[src/rtl/lightpix_pkt_pkg.sv]
// lightpix_pkt_pkg: LightPix packet field layout and collector state encoding.
package lightpix_pkt_pkg;
  typedef enum logic [1:0] {DATA = 2'd0, TEST = 2'd1, CONFIG_WRITE = 2'd2, CONFIG_READ = 2'd3} packet_declare_t;
  typedef enum logic [2:0] {S_IDLE, S_ULD, S_CAP, S_PUSH, S_WAIT} rx_state_t;
  localparam int CHIP_ID_LSB = 2;
  localparam int CHIP_ID_W = 8;
  localparam int CHANNEL_LSB = 10;
  localparam int CHANNEL_W = 6;
  localparam int TIMESTAMP_LSB = 16;
  localparam int TIMESTAMP_W = 32;
  localparam int DATA_WORD_LSB = 48;
  localparam int DATA_WORD_W = 8;
  localparam int TRIGGER_LSB = 56;
  localparam int TRIGGER_W = 2;
  localparam int REG_ADDR_LSB = 10;
  localparam int REG_ADDR_W = 8;
  localparam int REG_DATA_LSB = 18;
  localparam int REG_DATA_W = 8;
endpackage

[src/rtl/sync_fifo.sv]
// sync_fifo: single-clock FIFO with first-word fall-through head.
module sync_fifo #(
  parameter int WIDTH = 64,
  parameter int DEPTH = 16
) (
  input  logic                       clk,
  input  logic                       reset,
  input  logic                       push,
  input  logic                       pop,
  input  logic [WIDTH-1:0]           din,
  output logic [WIDTH-1:0]           dout,
  output logic                       full,
  output logic                       empty,
  output logic [$clog2(DEPTH+1)-1:0] count
);
  localparam int AW = $clog2(DEPTH);
  localparam int CW = $clog2(DEPTH+1);
  logic [WIDTH-1:0] r_mem [DEPTH];
  logic [AW-1:0] r_wr, r_rd;
  logic [CW-1:0] r_count;
  logic w_pop, w_push;
  assign w_pop = pop & !empty;
  assign w_push = push & (!full | w_pop);
  assign full = r_count == CW'(DEPTH);
  assign empty = r_count == '0;
  assign count = r_count;
  assign dout = r_mem[r_rd];
  always_ff @(posedge clk)
    if (w_push) r_mem[r_wr] <= din;
  always_ff @(posedge clk)
    if (reset) begin
      r_wr <= '0;
      r_rd <= '0;
      r_count <= '0;
    end else begin
      if (w_push) r_wr <= r_wr + AW'(1);
      if (w_pop) r_rd <= r_rd + AW'(1);
      r_count <= r_count + CW'(w_push) - CW'(w_pop);
    end
endmodule

[src/rtl/rx_packet_collector.sv]
// rx_packet_collector: unloads uart_rx packets into a FIFO with per-type statistics.
module rx_packet_collector
  import lightpix_pkt_pkg::*;
#(
  parameter int WIDTH = 64,
  parameter int FIFO_DEPTH = 16,
  parameter int CNT_WIDTH = 16
) (
  input  logic                            clk,
  input  logic                            reset,
  input  logic                            rx_empty,
  input  logic [WIDTH-2:0]                rx_data,
  input  logic                            parity_error,
  output logic                            uld_rx_data,
  input  logic                            drop_parity_err,
  input  logic                            clear_stats,
  output logic                            pkt_valid,
  input  logic                            pkt_ready,
  output logic [WIDTH-2:0]                pkt_data,
  output logic                            pkt_parity_err,
  output logic [1:0]                      pkt_type,
  output logic [7:0]                      pkt_chip_id,
  output logic [$clog2(FIFO_DEPTH+1)-1:0] fifo_count,
  output logic                            overflow,
  output logic [CNT_WIDTH-1:0]            data_cnt,
  output logic [CNT_WIDTH-1:0]            test_cnt,
  output logic [CNT_WIDTH-1:0]            cfg_wr_cnt,
  output logic [CNT_WIDTH-1:0]            cfg_rd_cnt,
  output logic [CNT_WIDTH-1:0]            parity_err_cnt,
  output logic [CNT_WIDTH-1:0]            drop_cnt
);
  rx_state_t r_state;
  logic [WIDTH-2:0] r_data;
  logic r_perr, r_uld, r_ovf;
  logic [CNT_WIDTH-1:0] r_cnt [6];
  logic [WIDTH-1:0] w_head;
  logic w_in_push, w_drop_par, w_push, w_pop, w_full, w_empty, w_ovf;
  logic [5:0] w_inc;
  packet_declare_t w_type;
  assign w_in_push = r_state == S_PUSH;
  assign w_drop_par = r_perr & drop_parity_err;
  assign w_push = w_in_push & !w_drop_par;
  assign w_pop = pkt_valid & pkt_ready;
  assign w_ovf = w_push & w_full & !w_pop;
  assign w_type = packet_declare_t'(r_data[1:0]);
  // A full-FIFO drop still counts its type; only a parity drop skips it.
  assign w_inc = {(w_in_push & w_drop_par) | w_ovf, w_in_push & r_perr,
                  w_push & (w_type == CONFIG_READ), w_push & (w_type == CONFIG_WRITE),
                  w_push & (w_type == TEST), w_push & (w_type == DATA)};
  always_ff @(posedge clk)
    if (reset) begin
      r_state <= S_IDLE;
      r_uld <= 1'b0;
      r_data <= '0;
      r_perr <= 1'b0;
    end else begin
      case (r_state)
        S_IDLE: if (!rx_empty) begin
          r_state <= S_ULD;
          r_uld <= 1'b1;
        end
        S_ULD: r_state <= S_CAP;
        S_CAP: begin
          r_state <= S_PUSH;
          r_uld <= 1'b0;
          r_data <= rx_data;
          r_perr <= parity_error;
        end
        S_PUSH: r_state <= S_WAIT;
        S_WAIT: if (rx_empty) r_state <= S_IDLE;
        default: r_state <= S_IDLE;
      endcase
    end
  always_ff @(posedge clk)
    if (reset || clear_stats) begin
      for (int i = 0; i < 6; i++) r_cnt[i] <= '0;
      r_ovf <= 1'b0;
    end else begin
      for (int i = 0; i < 6; i++)
        if (w_inc[i] && !(&r_cnt[i])) r_cnt[i] <= r_cnt[i] + CNT_WIDTH'(1);
      if (w_ovf) r_ovf <= 1'b1;
    end
  sync_fifo #(.WIDTH(WIDTH), .DEPTH(FIFO_DEPTH)) u_fifo (
    .clk(clk), .reset(reset), .push(w_push), .pop(w_pop), .din({r_perr, r_data}),
    .dout(w_head), .full(w_full), .empty(w_empty), .count(fifo_count)
  );
  assign uld_rx_data = r_uld;
  assign pkt_valid = !w_empty;
  assign pkt_data = pkt_valid ? w_head[WIDTH-2:0] : '0;
  assign pkt_parity_err = pkt_valid & w_head[WIDTH-1];
  assign pkt_type = pkt_data[1:0];
  assign pkt_chip_id = pkt_data[CHIP_ID_LSB +: CHIP_ID_W];
  assign overflow = r_ovf;
  assign data_cnt = r_cnt[0];
  assign test_cnt = r_cnt[1];
  assign cfg_wr_cnt = r_cnt[2];
  assign cfg_rd_cnt = r_cnt[3];
  assign parity_err_cnt = r_cnt[4];
  assign drop_cnt = r_cnt[5];
endmodule

[config.mk]
export PLATFORM = sky130hd
export DESIGN_NAME = rx_packet_collector
export DESIGN_NICKNAME = d
export VERILOG_FILES = /design/src/rtl/lightpix_pkt_pkg.sv /design/src/rtl/sync_fifo.sv /design/src/rtl/rx_packet_collector.sv
export SDC_FILE = /design/constraint.sdc
export NUM_CORES = 1
export LEC_CHECK = 0
export ABC_AREA = 1
export BUFFER_PORTS_ARGS = -buffer_cell sky130_fd_sc_hd__clkbuf_2
export CAP_MARGIN = 0
export CELL_PAD_IN_SITES_DETAIL_PLACEMENT = 1
export CELL_PAD_IN_SITES_GLOBAL_PLACEMENT = 1
export CORE_UTILIZATION = 40
export DETAILED_ROUTE_END_ITERATION = 10
export PLACE_DENSITY_LB_ADDON = 0.1
export SLEW_MARGIN = 20
export SYNTH_ARGS = -nofsm -noshare
export SYNTH_HDL_FRONTEND = slang
export SYNTH_SLANG_ARGS = --single-unit
[constraint.sdc]
create_clock -name clk -period 4.1 [get_ports clk]
set_clock_uncertainty 0.05 [all_clocks]
set_input_delay 0 -clock clk [delete_from_list [all_inputs] [get_ports clk]]
set_output_delay 0 -clock clk [all_outputs]
set_load 0.005 [all_outputs]
==> flow_summary.json <==
{
  "die_area_um2": 131000,
  "cp.required_ps": 4050,
  "io-pin-count": 248,
  "htreeDepth": 4,
  "synth.top_cell.area_share_pct": 64.8,
  "seq_area_frac_synth_pct": 68.2,
  "ys_ff_latch": 1206,
  "fin_area_um2": 60700,
  "rows": 131,
  "ys_top_cells_by_area": "edfxtp_1 (65%), nand2_1 (12%), nand3_1 (6.5%)",
  "cts_tree": "yes",
  "syn_nets": 5109,
  "avgViaCountPerCell": 5.02,
  "hp-start": "rx_data[13]",
  "p_leak_nw": 24.7,
  "critPathKind": "reg2out",
  "drt-wirelength-per-cell_um": 21.2,
  "whs_path_depth": 4,
  "synth-edff-count": 1120,
  "antenna_found_initial": 2,
  "end_kind": "primary output",
  "worst_r2r_endpoint": "u_fifo.r_mem[5][59]",
  "area_delta_synth_final_pct": 17.0,
  "status": "complete, no violations",
  "drc_errors": 0,
  "postCtsSetupRepairBufs": 0,
  "netlist_area_um2": 51900,
  "yosysMostFrequentCell": "nand2_1",
  "hold_viol_final": 0,
  "crit_path_start_kind": "register",
  "final_max_slew_viol_count": 0,
  "synth-async-reset-ratio_pct": 0,
  "fmax_ghz": 0.263,
  "min_to": "r_data[13]",
  "crit_buf_inv": 3,
  "hold_slack_ps": 60.4,
  "worst_path_max_delay_cell": "dfxtp_4",
  "netlist_instances": 5022,
  "arrival_ps": 3750,
  "worst-r2r-setup-slack_ps": 1190,
  "first_pass_iters": 5,
  "synth_top_cells_by_count": "nand2_1 (1683), edfxtp_1 (1120), nand3_1 (677), inv_1 (592), nor2_1 (260)",
  "critPathTopFamily": "buffers and inverters",
  "clkTransAtPathRegs_ps": 60,
  "ys_types": 33,
  "grt_max_degree": 212,
  "fin_cells": 7193,
  "setup_viol": 0,
  "yosys_warnings": 0,
  "wirelength_um": 152000,
  "gp_congestion": 0.753,
  "cts_buffers": 138,
  "synth_top_cell_by_area": "edfxtp_1",
  "cp_cell_sequence": "clkinv_16 -> buf_12 -> nand2_1 -> nand3_1 -> nand3_1 -> nand3_1 -> a21oi_1 -> clkbuf_2",
  "relSlewSlack_pct": 26.6,
  "cpMostUsedCell": "nand3_1",
  "utilization_pct": 47.3,
  "first_global_vias": 37477,
  "ant_nets": 0,
  "worst_pin_slew_ps": 1100,
  "place_inst": 6818,
  "num-nets-final": 5437,
  "grt_first_pass_wirelength_um": 230000,
  "grt_usage_pct": 23.3,
  "drt_iter0_markers": 2335,
  "clock_sinks": 1206,
  "design.core.area_um2": 128000,
  "vdd_drop_max_uv": 408,
  "grt_overflow": 0,
  "avgSynthCellArea_um2": 10.3,
  "die_h_um": 362,
  "period_needed_ps": 3800,
  "rsz0062_at_grt": "no",
  "io_buffers": 247,
  "worst_skew_pair.late_latency_ps": 760,
  "place_area_um2": 54900,
  "powerDensity_nw_per_um2": 535,
  "crit_fanout": 106,
  "num_vias": 36109,
  "ff2ff_path_depth": 10,
  "synth_top_flop_cell": "edfxtp_1",
  "drv_cap": 0,
  "period_share_pct": 92.6,
  "crit-reg2reg-launch": "u_fifo.count[2]",
  "drive_gt1_share_pct": 10.9,
  "clk_path_buf_depth": 3,
  "nFillCells": 14098,
  "die_w_um": 362,
  "max_stage_delay_ps": 830,
  "min_path_type": "in2reg",
  "cts_root_buf": "clkbuf_16",
  "initial_utilization_pct": 40.5,
  "place_hpwl_um": 80000
}
==> logic make-up after synthesis <==
kind of cell    count (synthesis)  synth area share (%)
xor+xnor                       64                  1.08
fa+ha+maj                      17                 0.425
simple gates                 2695                  21.6
flops                        1206                  68.2
buf+inv                       853                  6.94
compound gates                187                  1.82
==> worst max-delay path by stage <==
stage / from / endpoint / slack (ps) / cells past startpoint
floorplan: u_fifo.count[2] / u_fifo.r_mem[0][0] / -290 / 9
global placement: register / pkt_data[62] / 890 / 8
detailed placement: register / pkt_data[62] / 900 / 8
CTS: register / pkt_data[62] / 40 / 8
global route: register / pkt_data[62] / 70 / 8
finish: register / pkt_data[62] / 300 / 8
==> placed cells by master (no fill, tap or decap), types with 3 or more instances in the layout <==
cell,Yosys,layout
nor2_1,260,244
ha_1,16,16
dlygate4sd3_1,0,120
buf_4,36,53
clkbuf_8,0,11
or2_2,3,3
clkbuf_16,0,147
clkinv_2,0,26
dfxtp_4,0,4
bufinv_16,0,9
nand3_2,7,7
clkinv_1,0,22
nor3_2,5,5
clkbuf_2,0,247
o21ai_0,80,80
nand3_1,677,677
nor2_4,1,17
xor2_1,34,34
nand4_1,11,11
inv_1,592,590
a21oi_1,104,104
clkbuf_1,51,29
nor2_2,25,25
edfxtp_1,1120,1120
inv_6,1,5
nor3_1,18,18
dfxtp_1,86,82
nand2_1,1683,1682
xnor2_1,30,30
buf_12,0,21
inv_4,0,3
==> flip-flops by register name, indices dropped and copies added (netlist names), named ones only <==
register      count
r_data           63
r_cnt            96
r_perr            1
r_state           3
u_fifo.count      5
u_fifo.r_mem   1024
uld_rx_data       1
u_fifo.r_rd       4
overflow          1
u_fifo.r_wr       4
==> worst reg2reg max path: stages, from the launching register on <==
cell	delay, ps
dfxtp_1	370
inv_1	80
ha_1	200
nand2_1	60
nor2_1	50
nand2_1	120
nand2_1	170
inv_1	210
nand2_1	260
nor2_4	650
buf_4	360
==> area by class of cell <==
class / count / area, um^2 / area share (%)
antenna: 1 / 2.50 / 0.00412
clock buffer: 187 / 3940 / 6.49
clock inverter: 66 / 578 / 0.953
inverter: 598 / 2290 / 3.78
multi-input combinational: 2963 / 13000 / 21.5
sequential: 1206 / 35400 / 58.3
tap: 1729 / 2160 / 3.57
timing repair buffer: 442 / 3270 / 5.39
timing repair inverter: 1 / 11.3 / 0.0186
==> through the flow <==
| stage | setup TNS, ps | power (W) | setup slack (ps) |
|---|---|---|---|
| 2_1_floorplan | -295670 | 0.0180 | -289 |
| 3_3_place_gp | 0 | 0.0203 | 891 |
| 3_5_place_dp | 0 | 0.0204 | 898 |
| 4_1_cts | 0 | 0.0329 | 39.8 |
| 5_1_grt | 0 | 0.0339 | 71.9 |
| 6_report | 0 | 0.0325 | 303 |
==> per-layer routing <==
metal | part of all wire, % | up-vias | GRT usage, % | routed length (um)
met1 | 46 | 18022 | 31.8 | 70200
met2 | 47 | 754 | 38.7 | 72200
met4 | 2.1 | 0 | 6.19 | 3280
met5 | 0 | - | 0 | 0
met3 | 4.5 | 198 | 3.39 | 6800
li1 | - | 17135 | - | -
==> power by group <==
group	switching, W	internal [W]	total, W
Clock	0.00502	0.00730	0.0123
Combinational	0.00418	0.00180	0.00598
Sequential	0.000458	0.0137	0.0142
Total	0.00965	0.0228	0.0325
==> repair_timing <==
item / CTS / global route
gates resized for setup: 0 / 1
hold buffers: 120 / 0
endpoints found under the hold margin: 132 / 0
setup endpoints to repair: 0 / 1
(Power assumes the default switching activity.)
